`config.mk`:
```
export PLATFORM = sky130hd
export DESIGN_NAME = uninasoc_irq_ctrl
export DESIGN_NICKNAME = d
export VERILOG_FILES = /design/src/rtl/uninasoc_irq_ctrl.sv
export SDC_FILE = /design/constraint.sdc
export NUM_CORES = 1
export LEC_CHECK = 0
export CAP_MARGIN = 20
export CORE_MARGIN = 2
export CORE_UTILIZATION = 34
export CTS_CLUSTER_DIAMETER = 150
export DETAILED_ROUTE_END_ITERATION = 7
export GPL_ROUTABILITY_DRIVEN = 0
export GPL_TIMING_DRIVEN = 0
export PLACE_DENSITY = 0.85
export SLEW_MARGIN = 20
export SYNTH_ARGS = -nofsm -noshare
export SYNTH_HDL_FRONTEND = slang
export SYNTH_SLANG_ARGS = --single-unit
```
`constraint.sdc`:
```
create_clock -name clock_i -period 1.35 [get_ports clock_i]
set_input_delay 0.3375 -clock clock_i [delete_from_list [all_inputs] [get_ports clock_i]]
set_output_delay 0.3375 -clock clock_i [all_outputs]
set_load 0.03 [all_outputs]
```
`src/rtl/uninasoc_irq_ctrl.sv`:
```
// uninasoc_irq_ctrl: synchronised, maskable, lowest-index-priority interrupt controller with claim/complete.
// Optional build macro IRQ_CTRL_EDGE_EN adds per-source edge mode (MODE register) and PENDING W1C.
module uninasoc_irq_ctrl #(
  parameter int NUM_IRQ     = 3,
  parameter int SYNC_STAGES = 2,
  parameter int ID_W        = $clog2(NUM_IRQ + 1)
) (
  input  logic               clock_i,
  input  logic               reset_i,
  input  logic [NUM_IRQ-1:0] irq_src_i,
  input  logic               reg_req_i,
  input  logic               reg_we_i,
  input  logic [2:0]         reg_addr_i,
  input  logic [31:0]        reg_wdata_i,
  output logic [31:0]        reg_rdata_o,
  output logic               reg_ack_o,
  output logic               irq_o,
  output logic [ID_W-1:0]    irq_id_o
);
  localparam logic [2:0] ADDR_PENDING  = 3'd0;
  localparam logic [2:0] ADDR_ENABLE   = 3'd1;
  localparam logic [2:0] ADDR_MODE     = 3'd2;
  localparam logic [2:0] ADDR_CLAIM    = 3'd3;
  localparam logic [2:0] ADDR_COMPLETE = 3'd4;

  logic [SYNC_STAGES-1:0][NUM_IRQ-1:0] r_sync;
  logic [NUM_IRQ-1:0] r_pending, r_enable, r_in_service;
  logic [NUM_IRQ-1:0] w_sync, w_mode, w_rise, w_clr;
  logic [NUM_IRQ-1:0] w_claim_set, w_complete_clr, w_eligible, w_pending_next;
  logic               r_irq, r_ack;
  logic [ID_W-1:0]    r_id, w_id;
  logic [31:0]        r_rdata, w_rdata;
  logic               w_rd, w_wr, w_claim, w_unused;

  assign w_rd     = reg_req_i & ~reg_we_i;
  assign w_wr     = reg_req_i & reg_we_i;
  assign w_claim  = w_rd && (reg_addr_i == ADDR_CLAIM) && (r_id != '0);
  assign w_sync   = r_sync[SYNC_STAGES-1];
  assign w_unused = &{1'b0, reg_wdata_i};

  always_ff @(posedge clock_i) begin
    if (reset_i) r_sync <= '0;
    else         r_sync <= {r_sync[SYNC_STAGES-2:0], irq_src_i};
  end

`ifdef IRQ_CTRL_EDGE_EN
  logic [NUM_IRQ-1:0] r_mode, r_sync_d;

  always_ff @(posedge clock_i) begin
    if (reset_i) begin
      r_mode   <= '0;
      r_sync_d <= '0;
    end else begin
      r_sync_d <= w_sync;
      if (w_wr && (reg_addr_i == ADDR_MODE)) r_mode <= reg_wdata_i[NUM_IRQ-1:0];
    end
  end

  assign w_mode = r_mode;
  assign w_rise = w_sync & ~r_sync_d;
  assign w_clr  = ((w_wr && (reg_addr_i == ADDR_PENDING)) ? reg_wdata_i[NUM_IRQ-1:0] : '0)
                | w_claim_set;
`else
  assign w_mode = '0;
  assign w_rise = '0;
  assign w_clr  = '0;
`endif

  // Edge sources hold until cleared, a same-cycle rise beats the clear; level sources track sync.
  assign w_pending_next = (w_mode & ((r_pending & ~w_clr) | w_rise)) | (~w_mode & w_sync);
  assign w_eligible     = r_pending & r_enable & ~r_in_service;

  generate
    for (genvar gi = 0; gi < NUM_IRQ; gi++) begin : g_src
      assign w_claim_set[gi]    = w_claim && (r_id == ID_W'(gi + 1));
      assign w_complete_clr[gi] = w_wr && (reg_addr_i == ADDR_COMPLETE)
                                  && (reg_wdata_i[ID_W-1:0] == ID_W'(gi + 1));
    end
  endgenerate

  always_comb begin
    w_id = '0;
    for (int i = NUM_IRQ - 1; i >= 0; i--) begin
      if (w_eligible[i]) w_id = ID_W'(i + 1);
    end
  end

  always_comb begin
    w_rdata = '0;
    if (w_rd) begin
      case (reg_addr_i)
        ADDR_PENDING: w_rdata[NUM_IRQ-1:0] = r_pending;
        ADDR_ENABLE:  w_rdata[NUM_IRQ-1:0] = r_enable;
        ADDR_MODE:    w_rdata[NUM_IRQ-1:0] = w_mode;
        ADDR_CLAIM:   w_rdata[ID_W-1:0]    = r_id;
        default:      w_rdata              = '0;
      endcase
    end
  end

  always_ff @(posedge clock_i) begin
    if (reset_i) begin
      r_pending    <= '0;
      r_enable     <= '0;
      r_in_service <= '0;
      r_irq        <= 1'b0;
      r_id         <= '0;
      r_ack        <= 1'b0;
      r_rdata      <= '0;
    end else begin
      r_pending <= w_pending_next;
      if (w_wr && (reg_addr_i == ADDR_ENABLE)) r_enable <= reg_wdata_i[NUM_IRQ-1:0];
      r_in_service <= (r_in_service | w_claim_set) & ~w_complete_clr;
      r_irq        <= |w_eligible;
      r_id         <= w_id;
      r_ack        <= reg_req_i;
      r_rdata      <= w_rdata;
    end
  end

  assign irq_o       = r_irq;
  assign irq_id_o    = r_id;
  assign reg_ack_o   = r_ack;
  assign reg_rdata_o = r_rdata;
endmodule

```
==> impl_results.md, run 1 <==
* Status: completed
* Layout Cells excl Fill at 193
* Worst path slowest cell: clkdlybuf4s50_1
* FP Rows at 20
* Critical path peak fanout at 3
* Detailed-placement wirelength estimate at 1.33 mm
* Core Region at 3000 um2
* CP Launch Type: input port
* Initial Utilization at 35.3%
* Vias in the first global route at 634
* Register bit count reported by yosys at 22
* Synthesized area at 1060 um2
* Via count at 763
* Cell Chain, Critical Path: clkdlybuf4s50_1, and2b_1, and4b_1, buf_6, mux2i_1
* First-pass GRT wire length at 2.64 mm
* Diode count at 0
* DR iter-0 viols at 17
* Dominant synthesized flop cell: dfxtp_1
* CTS clk-pin slew, worst paths at 0.12 ns
* DIE HEIGHT at 59.8 um
* RSZ-0062 raised after global routing: no
* MaxCap Viol Count at 0
* PortBufs at 18
* Clock Latency Late Sink at 0.31 ns
* Min-delay worst type: input port to flip-flop
* Root buf cell: clkbuf_4
* Highest Clock Rate at 0.770 GHz
* Fill cell count at 297
* Fraction of registers with async set/reset at 0%
* CTS buffer count at 3
* # hold bufs at CTS at 0
* Vias per cell at 3.95
* Drt drc at 0
* DR top layer: met3
* Worst vdd ir at 0.572 mV
* Final wirelength at 1.69 mm
* Largest net degree at the start of global routing at 13
* Total number of H-tree levels at 1
* Sequential fraction of the synthesis area at 41.6%
* Post-Place Setup Slack at -0.407 ns
* Netlist cell types at 22
* Dpl cells at 189
* Clock skew at 0.00425 ns
* Die X at 59.8 um
* Gr usage total at 9.77%
* Initial DRT Pass Iterations at 4
* Buf/Inv on CP at 2
* Critical Path End Type: flip-flop
* Initial antenna violation count at 0
* Critical Path RT at 1.60 ns
* Post-synth top cells: buf_4 (30), dfxtp_1 (22), nor2b_1 (12)
* CTS tree: yes
* Fin. max-slew vios at 0
* Setup violators final at 0
* Metal3 WL at 180 um
* CP arrival at 1.55 ns
* Clock Tree Buf Depth at 2
* Leading area contributor after synthesis: dfxtp_1
* Number of flops mapped to enable cells by yosys at 0
* CP peak stage delay at 0.46 ns
* Wire length on met1 at 766 um
* I/O pins at 78
* Synth warn at 0
* Grt ovf at 0
* Met2 WL post-DR at 744 um
* Final antenna-violating net count at 0
* Period utilization at 96.2%
* Share of layout cells above drive strength 1 at 28.7%
* Delay-heaviest family, CP: buffers and inverters
* Layout net count at 203
* Pleak at 0.672 nW
* Area growth syn-to-layout at 31.8%
* Critical path class: input port to flip-flop
* Fin. Hold Viols at 0
* Synth top area share at 41.6%
* Power Density at 923 nW/um2
* Most common cell in the synthesized netlist: buf_4
* Routed wire per std cell at 8.76 um
* Syn avg cell area at 9.63 um2
* Post-Syn Instances at 110
* DIE AREA at 3580 um2
* Post-route worst setup slack at 0.0511 ns
* CTS Sinks at 22
* Top post-synthesis cells by area: dfxtp_1 (42%), buf_4 (21%), nor2b_1 (7.1%)
* Final min period at 1.30 ns
[flip-flops by register name, indices dropped and copies added, names as in the netlist]
| signal | cells |
|---|---|
| w_pending_next | 3 |
| irq_id_o | 2 |
| r_in_service | 3 |
| r_enable | 3 |
| r_pending | 3 |
| reg_ack_o | 1 |
| r_sync | 3 |
| irq_o | 1 |
| reg_rdata_o | 3 |
[layer usage]
| metal | track usage (%) | vias to the layer above |
|---|---|---|
| li1 | - | 408 |
| met1 | 11.1 | 317 |
| met2 | 16.6 | 38 |
| met3 | 5.41 | 0 |
| met4 | 0.952 | 0 |
| met5 | 0 | - |
[cells by family (layout without fill, tap and decap cells)]
family | Yosys count | count (layout) | synth area share [%]
DFF | 22 | 22 | 41.6
AOI/OAI and AO/OA | 10 | 10 | 7.32
other | 1 | 29 | 0.354
buffers and inverters | 37 | 59 | 24.4
muxes | 6 | 6 | 5.90
and+or+nand+nor | 34 | 34 | 20.4
[metrics by stage]
stage	total power, mW	util [%]	TNS [ns]	instance area, um2	hold slack [ns]
floorplan	0.893	-	0	1160	0.414
global placement	0.944	46.2	-4.22	1390	0.416
detailed placement	0.945	46.2	-4.38	1390	0.424
CTS	1.30	47.2	0	1420	0.243
global route	1.35	46.5	0	1400	0.244
finish	1.29	46.5	0	1400	0.247
[repair_timing]
item | CTS | global route
hold endpoints to repair | 0 | 0
resized for setup | 22 | 6
cloned | 0 | 0
buffers inserted | 0 | 0
setup endpoints to repair | 13 | 6
[layout make-up]
class | instances | area [um2] | share of cell area (%)
clock buffers | 4 | 36.3 | 2.60
well taps | 33 | 41.3 | 2.96
multi-input cells | 79 | 475 | 34.1
repair buffers | 18 | 144 | 10.3
plain buffers | 33 | 244 | 17.5
inverters | 4 | 15.0 | 1.08
flip-flops and latches | 22 | 440 | 31.5
[cells in the final DEF (no fill, tap or decap)]
cell type / instances
nand3b_1: 3
nor2b_1: 12
clkdlybuf4s50_1: 10
conb_1: 29
nand2_1: 1
mux2_2: 2
nor3_1: 2
mux2i_1: 4
clkbuf_2: 5
nor3b_2: 2
buf_2: 2
dlygate4sd2_1: 1
a22oi_1: 2
inv_1: 4
clkbuf_1: 2
buf_6: 1
a311oi_1: 3
and3b_1: 2
a21oi_1: 2
nor2_1: 3
and4b_1: 1
dfxtp_1: 22
clkbuf_4: 3
nand2b_1: 7
and2b_1: 1
a41oi_1: 3
buf_4: 30
clkbuf_8: 1
[worst register-to-register path, delay by kind of cell, from the launching register on]
family,cells,cell delay (ns)
and+or+nand+nor,1,0.15
AOI/OAI and AO/OA,2,0.37
DFF,1,0.42
[worst paths after layout]
check / from / endpoint / slack (ns) / depth (start not counted)
setup / recovery: reg_addr_i[2] / r_enable[2]$_SDFFE_PP0P_ / 0.05 / 5
hold / removal: reg_addr_i[1] / reg_rdata_o[2]$_SDFF_PP0_ / 0.25 / 2
setup reg to reg: irq_id_o[1]$_SDFF_PP0_ / r_in_service[1]$_SDFF_PP0_ / 0.33 / 3
hold reg to reg: r_sync[2]$_SDFF_PP0_ / w_pending_next[2]$_SDFF_PP0_ / 0.45 / 1
[power breakdown]
| part | switching, mW | leakage (nW) | internal [mW] |
|---|---|---|---|
| sequential | 0.00413 | 0.179 | 0.662 |
| combinational | 0.156 | 0.471 | 0.109 |
| clock | 0.193 | 0.0210 | 0.165 |
| total | 0.353 | 0.672 | 0.936 |
(Power assumes the default switching activity.)
==> inputs of run 2 (changes only) <==
--- a/config.mk
+++ b/config.mk
@@ -5,14 +5,15 @@
 export SDC_FILE = /design/constraint.sdc
 export NUM_CORES = 1
 export LEC_CHECK = 0
+export ABC_AREA = 1
 export CAP_MARGIN = 20
 export CORE_MARGIN = 2
-export CORE_UTILIZATION = 34
+export CORE_UTILIZATION = 35
 export CTS_CLUSTER_DIAMETER = 150
 export DETAILED_ROUTE_END_ITERATION = 7
 export GPL_ROUTABILITY_DRIVEN = 0
 export GPL_TIMING_DRIVEN = 0
-export PLACE_DENSITY = 0.85
+export PLACE_DENSITY = 0.86
 export SLEW_MARGIN = 20
 export SYNTH_ARGS = -nofsm -noshare
 export SYNTH_HDL_FRONTEND = slang
==> constraint.sdc (replaced) <==
create_clock -name clock_i -period 1.6 [get_ports clock_i]
set_input_delay 0.4 -clock clock_i [delete_from_list [all_inputs] [get_ports clock_i]]
set_output_delay 0.4 -clock clock_i [all_outputs]
set_load 0.03 [all_outputs]
==> run 2 against run 1 <==
  * Design area is 4.4% higher
  * Routed wire length is 6.2% higher
  * Clock skew is 0.0058 ns higher
  * Register-to-register slack better by 0.38 ns
  * Critical path depth is 4 lower
  * Sequential cell count stayed put
==> impl_results.md, run 2 <==
* Status: completed (unchanged)
* CP peak stage delay at 0.41 ns (was 0.46 ns)
* Root buf cell: clkbuf_4 (unchanged)
* Detailed-placement wirelength estimate at 1.46 mm (was 1.33 mm)
* Drt drc at 0 (unchanged)
* Sequential share of power at 50.9% (was 51.7%)
* Critical path peak fanout at 4 (was 3)
* Netlist cell types at 16 (was 22)
* CP Launch Type: flip-flop (was input port)
* First-pass GRT wire length at 2.83 mm (was 2.64 mm)
* Critical path class: flip-flop to output port (was input port to flip-flop)
* Most frequent cells in the layout: nor2_1 (34), buf_4 (29), conb_1 (29) (was buf_4 (30), conb_1 (29), dfxtp_1 (22))
* RSZ-0062 raised after global routing: no (unchanged)
* Int Pwr at 0.789 mW (was 0.936 mW)
* I/O pins at 78 (unchanged)
* PortBufs at 19 (was 18)
* Number of flops mapped to enable cells by yosys at 0 (unchanged)
* Grt ovf at 0 (unchanged)
* Period utilization at 94.7%
* Setup violators final at 0 (unchanged)
* Register bit count reported by yosys at 22 (unchanged)
* Area growth syn-to-layout at 33.3% (was 31.8%)
* Post-Syn Instances at 155 (was 110)
* Vias per cell at 3.87 (was 3.95)
* Layout net count at 249 (was 203)
* Logic pwr share at 21.3% (was 20.6%)
* Largest net degree at the start of global routing at 13 (unchanged)
* Clock Tree Buf Depth at 2 (unchanged)
* Gr usage total at 10.4% (was 9.77%)
* Fin. max-slew vios at 0 (unchanged)
* Min-delay worst type: flip-flop to flip-flop (was input port to flip-flop)
* Pleak at 0.785 nW (was 0.672 nW)
* Cell Chain, Critical Path: dlygate4sd2_1 (was clkdlybuf4s50_1, and2b_1, and4b_1, buf_6, mux2i_1)
* Initial antenna violation count at 0 (unchanged)
* NetSw at 0.321 mW (was 0.353 mW)
* Clock share of power at 27.8% (was 27.7%)
* Fin. Hold Viols at 0 (unchanged)
* Total number of H-tree levels at 1 (unchanged)
* Delay-heaviest family, CP: buffers and inverters (unchanged)
* Synth warn at 0 (unchanged)
* Post-synth top cells: nor2_1 (34), buf_4 (29), nand2_1 (24) (was buf_4 (30), dfxtp_1 (22), nor2b_1 (12))
* Final antenna-violating net count at 0 (unchanged)
* Routed wire per std cell at 7.51 um (was 8.76 um)
* Worst path slowest cell: dlygate4sd2_1 (was clkdlybuf4s50_1)
* Synth top area share at 40.3% (was 41.6%)
* Clock Latency Late Sink at 0.32 ns (was 0.31 ns)
* Core Region at 3000 um2 (unchanged)
* Core Util, Final at 48.5% (was 46.5%)
* Highest Clock Rate at 0.660 GHz
* Sw frac at 28.9% (was 27.4%)
* Initial DRT Pass Iterations at 4 (unchanged)
* Critical Path RT at 1.20 ns (was 1.60 ns)
* Power Density at 761 nW/um2 (was 923 nW/um2)
* Top post-synthesis cells by area: dfxtp_1 (40%), buf_4 (20%), nor2_1 (12%) (was dfxtp_1 (42%), buf_4 (21%), nor2b_1 (7.1%))
* DIE AREA at 3590 um2 (was 3580 um2)
* Leading area contributor after synthesis: dfxtp_1 (unchanged)
* CP arrival at 1.12 ns (was 1.55 ns)
* Diode count at 0 (unchanged)
* CTS buffer count at 3 (unchanged)
* Final wirelength at 1.80 mm (was 1.69 mm)
* Buf/Inv on CP at 1 (was 2)
* Fill cell count at 297 (unchanged)
* Most common cell in the synthesized netlist: nor2_1 (was buf_4)
* Dominant synthesized flop cell: dfxtp_1 (unchanged)
* Sequential fraction of the synthesis area at 40.3% (was 41.6%)
* Clock skew at 0.0100 ns (was 0.00425 ns)
* FP Rows at 20 (unchanged)
* Critical Path End Type: output port (was flip-flop)
* Worst vdd ir at 0.392 mV (was 0.572 mV)
* Final min period at 1.52 ns
* DIE HEIGHT at 59.9 um (was 59.8 um)
* # hold bufs at CTS at 0 (unchanged)
* Die X at 59.9 um (was 59.8 um)
* Share of layout cells above drive strength 1 at 18.9% (was 28.7%)
* Vias in the first global route at 725 (was 634)
* Most common cell after layout, fill and taps aside: nor2_1 (was buf_4)
* Total power at 1.11 mW (was 1.29 mW)
* Via count at 925 (was 763)
* Fraction of registers with async set/reset at 0% (unchanged)
* MaxCap Viol Count at 0 (unchanged)
* CTS Sinks at 22 (unchanged)
* CTS tree: yes (unchanged)
* CTS clk-pin slew, worst paths at 0.12 ns (about the same)
* Synthesized area at 1090 um2 (was 1060 um2)
* Initial Utilization at 36.4% (was 35.3%)
* Syn avg cell area at 7.06 um2 (was 9.63 um2)
* DR iter-0 viols at 37 (was 17)
==> run 2: layer usage <==
layer	global-route usage [%]	wire (um)	share of wire, %	vias up
met1	11.8	800	45	380
li1	-	-	-	505
met2	18.5	841	47	37
met4	1.90	15	0.84	0
met3	3.90	138	7.7	3
met5	0	0	0	-
==> run 2: worst min-delay path, delay by kind of cell, from the launching register on <==
family                 cells  cell delay (ns)
buffers and inverters      1             0.04
and+or+nand+nor            1             0.03
DFF                        1             0.31
==> run 2: layout make-up <==
type	instances	area, um2	area share (%)
Inverter	22	82.6	5.67
Buffer	30	221	15.2
Sequential cell	22	440	30.2
Timing Repair Buffer	19	181	12.4
Clock buffer	4	36.3	2.49
Tap cell	33	41.3	2.83
Multi-Input combinational cell	109	454	31.2
==> run 2: worst paths after layout <==
check                                         startpoint                      endpoint  slack (ns)  depth (start not counted)
worst max-delay path              irq_id_o[1]$_SDFF_PP0_                   irq_id_o[1]        0.08                          1
worst min-delay path                r_sync[0]$_SDFF_PP0_  w_pending_next[0]$_SDFF_PP0_        0.41                          2
worst max register to register  r_enable[2]$_SDFFE_PP0P_        irq_id_o[1]$_SDFF_PP0_        0.71                          3
worst min register to register      r_sync[0]$_SDFF_PP0_  w_pending_next[0]$_SDFF_PP0_        0.41                          2
==> run 2: per-stage QoR <==
| step | area [um2] | hold WS [ns] | setup WS [ns] | setup TNS (ns) | std cells |
|---|---|---|---|---|---|
| after floorplan | 1200 | 0.388 | 0.656 | 0 | 183 |
| after global placement | 1430 | 0.389 | -0.00306 | -0.00344 | 235 |
| after detailed placement | 1430 | 0.393 | -0.0209 | -0.0644 | 235 |
| after CTS | 1460 | 0.409 | 0.0737 | 0 | 239 |
| after global routing | 1460 | 0.431 | 0.0360 | 0 | 239 |
| final | 1460 | 0.408 | 0.0843 | 0 | 239 |
==> run 2: timing repair <==
action | in CTS | in global routing
setup endpoints to repair | 7 | 0
buffers inserted | 0 | 0
gates resized for setup | 7 | 0
==> run 2: kinds of logic (layout without fill, tap and decap cells) <==
kind of cell | after synthesis | in the layout | synth area share [%]
flops | 22 | 22 | 40.3
simple gates | 76 | 76 | 29.7
buf+inv | 52 | 75 | 27.8
other cells | 1 | 29 | 0.343
compound gates | 4 | 4 | 1.83
==> run 2: power groups by stage <==
| stage | clock network [mW] | registers [mW] | logic, mW |
|---|---|---|---|
| finish | 0.308 | 0.565 | 0.236 |
| global route | 0.333 | 0.566 | 0.254 |
| CTS | 0.314 | 0.565 | 0.234 |
| detailed placement | 0 | 0.577 | 0.234 |
| global placement | 0 | 0.576 | 0.232 |
| floorplan | 0 | 0.579 | 0.184 |
